## src/rtl/perlin_anim_ctrl.sv

```systemverilog
// Animation time scheduler for the Perlin noise display: advances t at VGA frame
// starts, with run/pause/single-step/load/ping-pong and frame-aligned config commits.
module perlin_anim_ctrl #(
  parameter int TW = 20,
  parameter int YW = 10
) (
  input  logic          clk,
  input  logic          reset,
  input  logic [YW-1:0] y_px,
  input  logic          cfg_valid,
  output logic          cfg_ready,
  input  logic [1:0]    cfg_addr,
  input  logic [TW-1:0] cfg_data,
  output logic [TW-1:0] t,
  output logic          frame_tick,
  output logic          dir,
  output logic          running
);

  localparam logic [1:0] A_CTRL   = 2'd0;
  localparam logic [1:0] A_SPEED  = 2'd1;
  localparam logic [1:0] A_TLOAD  = 2'd2;
  localparam logic [1:0] A_TLIMIT = 2'd3;

  logic [YW-1:0] prev_y_q,   prev_y_d;
  logic          pend_vld_q, pend_vld_d;
  logic [1:0]    pend_addr_q, pend_addr_d;
  logic [TW-1:0] pend_data_q, pend_data_d;
  logic          run_q,      run_d;
  logic          pp_q,       pp_d;
  logic [3:0]    step_q,     step_d;
  logic [3:0]    div_q,      div_d;
  logic [TW-1:0] limit_q,    limit_d;
  logic          step_req_q, step_req_d;
  logic [TW-1:0] t_q,        t_d;
  logic          dir_q,      dir_d;
  logic          tick_q,     tick_d;
  logic [3:0]    div_cnt_q,  div_cnt_d;

  logic          fs;
  logic          commit;
  logic          load;
  logic          sreq_e;
  logic          run_e, pp_e;
  logic [3:0]    step_e, div_e;
  logic [TW-1:0] limit_e;
  logic [TW:0]   sum_w;
  logic [TW-1:0] adv_t;
  logic          adv_dir;

  assign fs         = (prev_y_q != y_px) && (y_px == '0);
  assign commit     = fs && pend_vld_q;
  assign load       = commit && (pend_addr_q == A_TLOAD);
  assign cfg_ready  = !pend_vld_q;
  assign t          = t_q;
  assign dir        = dir_q;
  assign frame_tick = tick_q;
  assign running    = run_q;

  // Register values as they stand after this edge's commit, so a committed
  // write already governs the advance decided on the same frame start.
  always_comb begin
    run_e   = run_q;
    pp_e    = pp_q;
    step_e  = step_q;
    div_e   = div_q;
    limit_e = limit_q;
    sreq_e  = step_req_q;
    if (commit) begin
      case (pend_addr_q)
        A_CTRL: begin
          run_e  = pend_data_q[0];
          pp_e   = pend_data_q[1];
          sreq_e = step_req_q | pend_data_q[2];
        end
        A_SPEED: begin
          step_e = pend_data_q[3:0];
          div_e  = pend_data_q[7:4];
        end
        A_TLIMIT: limit_e = pend_data_q;
        default: ;
      endcase
    end
  end

  // Sum carries an extra bit so the ping-pong upper-bound compare never wraps.
  always_comb begin
    sum_w   = {1'b0, t_q} + {{(TW - 3){1'b0}}, step_e};
    adv_t   = sum_w[TW-1:0];
    adv_dir = dir_q;
    if (pp_e) begin
      if (!dir_q) begin
        if (sum_w >= {1'b0, limit_e}) begin
          adv_t   = limit_e;
          adv_dir = 1'b1;
        end
      end else begin
        if (t_q <= {{(TW - 4){1'b0}}, step_e}) begin
          adv_t   = '0;
          adv_dir = 1'b0;
        end else begin
          adv_t = t_q - {{(TW - 4){1'b0}}, step_e};
        end
      end
    end
  end

  always_comb begin
    prev_y_d    = y_px;
    pend_vld_d  = pend_vld_q;
    pend_addr_d = pend_addr_q;
    pend_data_d = pend_data_q;
    run_d       = run_q;
    pp_d        = pp_q;
    step_d      = step_q;
    div_d       = div_q;
    limit_d     = limit_q;
    step_req_d  = step_req_q;
    t_d         = t_q;
    dir_d       = dir_q;
    tick_d      = 1'b0;
    div_cnt_d   = div_cnt_q;

    // Accept and commit are exclusive: accept needs an empty slot, commit a full one.
    if (cfg_valid && !pend_vld_q) begin
      pend_vld_d  = 1'b1;
      pend_addr_d = cfg_addr;
      pend_data_d = cfg_data;
    end else if (fs) begin
      pend_vld_d = 1'b0;
    end

    if (fs) begin
      run_d      = run_e;
      pp_d       = pp_e;
      step_d     = step_e;
      div_d      = div_e;
      limit_d    = limit_e;
      step_req_d = sreq_e;
      if (load) begin
        t_d       = pend_data_q;
        dir_d     = 1'b0;
        div_cnt_d = '0;
        tick_d    = 1'b1;
      end else if (sreq_e) begin
        t_d        = adv_t;
        dir_d      = adv_dir;
        div_cnt_d  = '0;
        step_req_d = 1'b0;
        tick_d     = 1'b1;
      end else if (run_e) begin
        if (div_cnt_q == div_e) begin
          t_d       = adv_t;
          dir_d     = adv_dir;
          div_cnt_d = '0;
          tick_d    = 1'b1;
        end else begin
          div_cnt_d = div_cnt_q + 4'd1;
        end
      end
    end
  end

  always_ff @(posedge clk or posedge reset) begin
    if (reset) begin
      prev_y_q    <= '0;
      pend_vld_q  <= 1'b0;
      pend_addr_q <= '0;
      pend_data_q <= '0;
      run_q       <= 1'b1;
      pp_q        <= 1'b0;
      step_q      <= 4'd1;
      div_q       <= 4'd0;
      limit_q     <= '1;
      step_req_q  <= 1'b0;
      t_q         <= '0;
      dir_q       <= 1'b0;
      tick_q      <= 1'b0;
      div_cnt_q   <= '0;
    end else begin
      prev_y_q    <= prev_y_d;
      pend_vld_q  <= pend_vld_d;
      pend_addr_q <= pend_addr_d;
      pend_data_q <= pend_data_d;
      run_q       <= run_d;
      pp_q        <= pp_d;
      step_q      <= step_d;
      div_q       <= div_d;
      limit_q     <= limit_d;
      step_req_q  <= step_req_d;
      t_q         <= t_d;
      dir_q       <= dir_d;
      tick_q      <= tick_d;
      div_cnt_q   <= div_cnt_d;
    end
  end

endmodule

```

## config.mk

```make
export PLATFORM = sky130hd
export DESIGN_NAME = perlin_anim_ctrl
export DESIGN_NICKNAME = d
export VERILOG_FILES = /design/src/rtl/perlin_anim_ctrl.sv
export SDC_FILE = /design/constraint.sdc
export NUM_CORES = 1
export LEC_CHECK = 0
export ABC_CLOCK_PERIOD_IN_PS = 6000
export CAP_MARGIN = 20
export CORE_MARGIN = 3
export CORE_UTILIZATION = 51
export DETAILED_ROUTE_END_ITERATION = 7
export DONT_BUFFER_PORTS = 1
export PLACE_DENSITY = 0.77
export SLEW_MARGIN = 30
export SYNTH_ARGS = -nofsm -noshare
export SYNTH_HDL_FRONTEND = slang
export SYNTH_SLANG_ARGS = --single-unit
```

## constraint.sdc

```tcl
create_clock -name clk -period 6 [get_ports clk]
set_input_delay 1.2 -clock clk [delete_from_list [all_inputs] [get_ports clk]]
set_output_delay 1.2 -clock clk [all_outputs]
set_load 0.01 [all_outputs]
```

======== Yosys cells after proc, flatten, opt, wreduce, memory -nomap -nowiden ========
Index checks and enable logic that the tools add are counted.
W data, S select, Z words.
operators by class
  multiplexer cells ....................... 40
  reduce and logical (&&, ||, !) cells .... 12
  bitwise gates (word level) .............. 1
  $add $sub $neg .......................... 3
  order comparisons ....................... 2
  eq/ne operators ......................... 5
operators by type and width
  kind                   number
  $mux W20               10
  $mux W4                8
  $mux W1                22
  $add A20 B4 Y21        1
  $ge A21 B20 Y1         1
  $le A20 B4 Y1          1
  $sub A20 B4 Y20        1
  $logic_not A10 Y1      1
  $ne A10 B10 Y1         1
  $reduce_bool A3 Y1     2
  $add A4 B1 Y4 const B  1
  $eq A2 B2 Y1 const B   2
  $eq A4 B4 Y1           1
  $logic_and A1 B1 Y1    4
  $reduce_and A3 Y1      1
  $eq A2 B1 Y1 const B   1
  $logic_not A2 Y1       1
  $reduce_and A2 Y1      1
  $reduce_bool A2 Y1     1
  $logic_not A1 Y1       1
  $or A1 B1 Y1           1
word-level totals
  logic and storage cells ................. 77
  register bits after elaboration ......... 90

======== Logic depth before layout (Yosys ltp) ========
Gate-level depths: netlist of run 1.
  depth after elaboration ................. 13
  gate-level depth with buffers ........... 25

======== Worst setup path after synthesis of run 1 ========
Ideal clock, no wire load.
  path type ............................... input to register
  from .................................... input port y_px[2]
  to ...................................... register t_q[10], in the netlist t[10]
  stages on the path ...................... 25
  library setup time ...................... 0.092 ns
  path slack .............................. -0.574 ns
  data arrival time ....................... 6.483 ns
  cells stage by stage .................... nor4_2 -> nand3_1 -> a311oi_2 -> buf_6 -> clkbuf_1 -> mux2_2 -> ha_1 -> inv_1 -> fa_1 -> nand2b_1 -> a21oi_1 -> and4_1 -> clkbuf_1 -> nand4_1 -> xnor2_1 -> ha_1 -> nand3_1 -> nor4_1 -> a221o_1 -> a211o_1 -> o41ai_1 -> buf_2 -> clkbuf_1 -> a21oi_1 -> o31ai_2
between the ends
  cells in the longest elaborated chain, start to end .. 13
  elaborated cells between the ends (all ways) .. 27
ends and longest elaborated chain
  item                                                 RTL line  RTL
  start, declared                                      9         input logic [YW-1:0] y_px,
  $ne A10 B10 Y1 or $logic_not A10 Y1 (tied branches)  51        assign fs = (prev_y_q != y_px) && (y_px == '0);
  $logic_and A1 B1 Y1 *                                51
  $logic_and A1 B1 Y1 *                                52        assign commit = fs && pend_vld_q;
  $mux W4 *                                            69        if (commit) begin
  via step_e[0]                                        45        logic [3:0] step_e, div_e;
  $add A20 B4 Y21                                      88        sum_w = {1'b0, t_q} + {{(TW - 3){1'b0}}, step_e};
  $ge A21 B20 Y1                                       93        if (sum_w >= {1'b0, limit_e}) begin
  $mux W20                                             93
  $mux W20                                             92        if (!dir_q) begin
  $mux W20 *                                           91        if (pp_e) begin
  $mux W20                                             152       if (div_cnt_q == div_e) begin
  $mux W20                                             151       end else if (run_e) begin
  $mux W20 *                                           145       end else if (sreq_e) begin
  $mux W20 *                                           140       if (load) begin
  end signal, assigned                                 191       t_q <= t_d;
  end, declared                                        35        logic [TW-1:0] t_q, t_d;
Mark *: on every way through the listed nets, which the timed path passes. The rest lies on a longest branch. The select of a mux whose other input is x is not followed.
A chain may end at the register's enable or synchronous reset.

======== Final worst setup path of run 1 ========
  from .................................... input port y_px[9]
  to ...................................... register t_q[0], in the netlist t[0]
The elaborated chain is that of the path after synthesis.

==> results of run 1 <==
[sequential cells by signal, summed over array words and instances, names as in the netlist, 2 cells and up]
signal       cells
t               20
div_q            4
div_cnt_q        4
pend_addr_q      2
prev_y_q        10
pend_data_q     20
step_q           4
limit_q         20
[power breakdown]
group / switching (mW) / leakage, nW / internal [mW]
sequential: 0.0122 / 1.10 / 0.620
combinational: 0.0314 / 1.65 / 0.0220
clock: 0.228 / 0.131 / 0.289
total: 0.271 / 2.88 / 0.932
[cells by family (layout without fill, tap and decap cells)]
logic type | after synthesis | count (layout) | share of synthesized area, %
buffers and inverters | 79 | 82 | 5.950
muxes | 58 | 58 | 10.85
adders and majority gates | 31 | 31 | 7.018
xor gates and xnor gates | 42 | 42 | 6.408
AOI/OAI and AO/OA | 123 | 123 | 16.80
DFF | 90 | 90 | 39.71
and+or+nand+nor | 149 | 149 | 13.25
[layout make-up]
type                    count  area [µm²]  area share, %
clock buffers              11       242.7          3.833
inverters                  43       162.7          2.569
repair buffers             23       183.9          2.905
flip-flops and latches     90        2280          36.00
well taps                 140       175.2          2.766
multi-input cells         403        3258          51.45
clock inverters             5       30.03         0.4742
[worst min path at each step]
stage	from	end	slack (ns)	depth (start not counted)
3_5_place_dp	step_q[2]	step_q[2]	0.50	1
4_1_cts	step_q[2]	step_q[2]	0.51	1
3_3_place_gp	step_q[2]	step_q[2]	0.49	1
6_report	step_q[2]	step_q[2]	0.51	1
5_1_grt	step_q[1]	step_q[1]	0.53	1
2_1_floorplan	pend_data_q[4]	div_q[0]	0.47	2
[worst reg2reg max path: cells and delay by family (launching register included)]
family,cells,cell delay (ns)
buf+inv,4,0.59
fa+ha+maj,3,0.79
compound gates,7,1.66
mux,1,0.22
flops,1,0.38
xor+xnor,2,0.40
simple gates,7,1.23
[cells in the mapped netlist (2+ instances only)]
library cell and instances:
nor4_1 7, xor2_1 14, a21o_1 7, and2_1 3, a211o_1 2, nand2b_1 6, mux2i_1 24, ha_1 29
nor2b_1 2, buf_2 6, a221oi_1 2, inv_1 43, nand3_1 12, nand4_1 3, dfstp_2 22, dfrtp_1 68
a211oi_1 2, or3_4 2, o31a_1 2, o21ai_0 14, nor2_1 41, nand3b_1 4, nor3_1 8, mux2_2 34
o221ai_1 18, a22o_1 3, nand2_1 40, o22ai_1 2, clkbuf_1 25, a21oi_1 29, nor4_2 3, o31ai_1 3
or3_1 2, o311a_1 3, o31ai_2 15, and4_1 4, fa_1 2, o21bai_1 3, and3_1 6, xnor2_1 28
buf_6 5
[metal layers]
layer	part of all wire (%)	vias to the layer above	global-route usage [%]	routed length (µm)
li1	-	2044	-	-
met1	43	2186	30.35	6017
met2	48	125	35.96	6612
met3	6.6	29	6.577	917
met4	2.1	0	7.452	297
met5	0	-	0	0
[per-stage QoR]
stage / total power, mW / hold WS [ns] / area, µm²
6_report: 1.203 / 0.5096 / 6332
5_1_grt: 1.249 / 0.5261 / 6332
4_1_cts: 1.220 / 0.5109 / 6248
3_5_place_dp: 0.6971 / 0.4964 / 5976
3_3_place_gp: 0.6940 / 0.4937 / 5976
2_1_floorplan: 0.6800 / 0.4688 / 5826
==> results.toml, run 1 <==
[route]
drc = 0
drtIter0Drc = 265
dr_total_vias = 4384
firstDrtPassIters = 4
vias_per_cell = 6.131
wire_per_inst_um = 19.36
wirelength_um = 13840
drt.antenna.violating_nets = 0

[clocking]
cts_buffers = 9
clk_latency_ns = 0.35
cts_resized = 0
clock_sinks = 90
cts_root_buf = "clkbuf_16"
post_cts_buffers = 0
cts_tree = "done"
cts.clk_slew.worst_paths_ns = 0.06
postCtsHoldBufs = 0
cts.path.max_buffers = 2
htree_levels = 3

[yosys]
synth_nets = 638
ys_seq_area_share_pct = 39.71
synthCells = 572
synth.distinct_cells = 65
synth_top_area_share_pct = 29.64
synthArstFlopShare_pct = 100.0
yosys.area.top_type = "dfrtp_1"
syn_avg_cell_area_um2 = 10.04
ys_top_cells_by_area = "dfrtp_1 (30%), dfstp_2 (10%), mux2_2 (6.7%)"
synth-main-ff-cell = "dfrtp_1"
yosys_warnings = 0
synth_seq_cells = 90
synth_edf_count = 0
syn-cell-area_um2 = 5741

[global_routing]
grt_pass1_wl_um = 22940
grt_max_degree = 54
grt_antenna_before_repair = 0
grt-ovfl-total = 0
grt.total_usage_pct = 22.76
grt_pass1_vias = 4512

[floorplan]
io_pins = 59
placementRows = 38
dieArea_um2 = 12570
core_um2 = 10940
start_util_pct = 52.49
dieHeight_um = 112.1
die_w_um = 112.1

[worst_setup_path]
reg2reg_depth = 24
r2r_end = "t[0]"
startpoint_type = "primary input"
slowest_delay_ns = 0.36
crit_chain = "nor4_2, nand3_1, a311oi_2, buf_4, mux2_4, ha_4, inv_1, fa_2, nand2b_4, a21oi_2, and4_4, nand3_1, xnor2_1, ha_1, nand4_1, nor4_1, a221o_1, a211o_1, buf_4, o41ai_4, buf_4, nor2_1, o311a_1, o21ai_0"
arrival_ns = 6.08
cp-startpoint = "y_px[9]"
critPathCapture = "t[0]"
required_ns = 6.26
crit_top_cell = "buf_4"
path_buf_inv = 4
crit_fanout = 7
slowest_stage = "fa_2"
cp_num_cells = 24
crit_path_end_kind = "flop"
path_delay_family = "compound AO/OA/AOI/OAI gates"
setup.worst_path.class = "primary input to flop"
timing.rr.start = "prev_y_q[1]"
reg2reg_slack_ns = 0.67

[sta]
setup_violations = 0
tightest_slew_ns = 0.9156
hold_violations = 0
fmax_mhz = 171.8
setup_tns_ns = 0
finClkSkew_ns = 0.005209
maxSlewHeadroom_pct = 38.40
fin_ws_ns = 0.1806
period_share_pct = 96.99
slew_violations = 0
final.min_clock_period_ns = 5.819

[place]
dp.cells = 699
place.port_buffers = 0
dp_hpwl_um = 9920
place_ws_ns = -0.2397
gp_congestion = 0.8703

[cells_and_area]
areaGrowthSynthToFinish_pct = 10.31
fin_nets = 636
antennaDiodeCount = 0
filler_cell_count = 939
fin_util_pct = 57.91
final_cells = 715
layout_common_cells = "dfrtp_1 (68), inv_1 (42), nor2_1 (41)"
drive_above_1_share_pct = 24.52
final_common_cell = "dfrtp_1"

[power_and_ir_drop]
irDropWorstVdd_mv = 0.1518
leakagePower_nw = 2.878
power_density_nw_per_um2 = 190.0

[run]
maxCapViolCount = 0

[worst_hold_path]
hold_class = "flop to flop"

[outcome]
status = "completed"
Power figures use the tool's default switching activity.
==> run 2: changes to the inputs <==
- BUFFER_PORTS_ARGS: unset -> -buffer_cell sky130_fd_sc_hd__buf_4
- DONT_BUFFER_PORTS: 1 -> unset
- PLACE_DENSITY: 0.77 -> 0.81
==> run 2 against run 1 <==
Compared with the run above:
- clock-buffer cell count is 1 lower
- die area is the same
- clock skew grew 0.0051 ns
- hold slack better by 0.0033 ns
- critical path depth fell by 1
- sequential cell count unchanged
- sequential power barely moved
- cell count is 11% higher
==> results.toml, run 2 (synthesized netlist as in run 1, its figures left out) <==
[worst_hold_path]
hold_class = "flop to flop"

[global_routing]
grt_antenna_before_repair = 0
grt-ovfl-total = 0
grt_pass1_vias = 4727
grt_pass1_wl_um = 23270
grt.total_usage_pct = 22.75
grt_max_degree = 64

[power_and_ir_drop]
irDropWorstVdd_mv = 0.1721
leakagePower_nw = 3.405
power_density_nw_per_um2 = 181.5

[cells_and_area]
final_common_cell = "buf_4"
antennaDiodeCount = 0
layout_common_cells = "buf_4 (97), dfrtp_1 (68), nor2_1 (41), inv_1 (41), nand2_1 (37)"
areaGrowthSynthToFinish_pct = 25.85
drive_above_1_share_pct = 38.72
fin_nets = 717
seqCellArea_um2 = 2280
final_area_um2 = 7224
final_cells = 796
multiInputGateArea_um2 = 3480
filler_cell_count = 796

[sta]
fin_ws_ns = 0.05760
slew_violations = 0
finClkSkew_ns = 0.01027
final.min_clock_period_ns = 5.942
setup_tns_ns = 0
maxSlewHeadroom_pct = 39.93
fmax_mhz = 168.3
tightest_slew_ns = 0.8928
hold_violations = 0
setup_violations = 0
holdWs_ns = 0.5130
period_share_pct = 99.04

[clocking]
cts.path.max_buffers = 2
clk_latency_ns = 0.35
cts.clk_slew.worst_paths_ns = 0.07
clock_sinks = 90
htree_levels = 3
cts_tree = "done"
cts_root_buf = "clkbuf_16"
cts_buffers = 9

[worst_setup_path]
crit_fanout = 7
required_ns = 6.23
setup.worst_path.class = "primary input to flop"
cp-startpoint = "y_px[3]"
crit_chain = "buf_4, xor2_2, nor4_4, a311oi_2, buf_4, mux2_4, ha_4, inv_2, fa_2, nand2b_4, a21oi_4, and4_4, nand4_1, xnor2_2, ha_1, a21o_1, a221o_1, a211o_1, o311ai_4, buf_6, o221ai_2, a21o_1, a22o_1"
slowest_delay_ns = 0.46
slowest_stage = "o311ai_4"
reg2reg_slack_ns = 0.66
crit_path_end_kind = "flop"
timing.rr.start = "prev_y_q[3]"
arrival_ns = 6.17
reg2reg_depth = 22
r2r_end = "t[11]"
critPathCapture = "t[11]"
startpoint_type = "primary input"

[place]
dpl_cell_area_um2 = 6514
place.port_buffers = 58
dp_hpwl_um = 9893
gp_congestion = 0.8848
place_ws_ns = -0.3731
dp.cells = 769

[floorplan]
core_um2 = 10940
placementRows = 38
dieArea_um2 = 12570
die_w_um = 112.1
dieHeight_um = 112.1
io_pins = 59
start_util_pct = 52.49

[route]
wirelength_um = 15010
dr_total_vias = 4774
drtIter0Drc = 327
drt.antenna.violating_nets = 0
firstDrtPassIters = 5
vias_per_cell = 5.997
wire_per_inst_um = 18.85
drc = 0

[outcome]
status = "completed"

[run]
maxCapViolCount = 0
[run 2: cell count changes in the layout (fill, tap and decap cells not counted), sizes merged]
cell	before	now
clkbuf	11	10
buf	23	104
bufinv	0	1
inv	42	44
clkinvlp	2	0
[run 2: repair_timing]
| item | 4_1_cts | 5_1_grt |
|---|---|---|
| gates cloned | 0 | 2 |
| buffers inserted | 0 | 9 |
| setup endpoints to repair | 1 | 20 |
| gates resized for setup | 1 | 55 |
| pin swaps | 0 | 23 |
| hold buffers | 0 | 0 |
[run 2: worst min path at each step]
stage | from | end | slack, ns | cells after the start
after floorplan | pend_data_q[4] | div_q[0] | 0.47 | 2
after global placement | step_q[3] | step_q[3] | 0.49 | 1
after detailed placement | step_q[2] | step_q[2] | 0.50 | 1
after CTS | step_q[2] | step_q[2] | 0.52 | 1
after global routing | step_q[1] | step_q[1] | 0.55 | 1
final | step_q[2] | step_q[2] | 0.51 | 1
[run 2: cell type report]
cell class / instances / share of cell area, %
well taps: 140 / 2.425
clock inverters: 6 / 1.005
multi-input cells: 403 / 48.16
clock buffers: 10 / 3.308
repair buffers: 104 / 11.29
flip-flops and latches: 90 / 31.56
inverters: 43 / 2.251
[run 2: stage by stage]
stage | utilization, % | total power [mW]
after floorplan | - | 0.6800
after detailed placement | 59.57 | 0.7182
final | 66.06 | 1.311
after global routing | 66.06 | 1.351
after CTS | 62.43 | 1.313
after global placement | 59.57 | 0.7145
[run 2: where the power goes]
part / internal [mW] / leakage (nW) / switching, mW
Clock: 0.340 / 0.155 / 0.258
Sequential: 0.620 / 1.10 / 0.0122
Combinational: 0.0393 / 2.15 / 0.0426
[run 2: critical path: cells and delay by family]
kind                     cells  cell delay [ns]
AO/OA/AOI/OAI                9             2.02
AND/OR/NAND/NOR              4             0.97
adder cells (fa/ha/maj)      3             0.81
buffers and inverters        4             0.56
XOR/XNOR                     2             0.39
multiplexers                 1             0.22
[run 2: layer usage]
metal / GRT usage (%) / vias to the layer above / part of all wire, %
met5: 0 / - / 0
li1: - / 2207 / -
met4: 8.173 / 0 / 2.3
met1: 30.73 / 2357 / 43
met3: 4.690 / 32 / 5.8
met2: 36.51 / 178 / 49
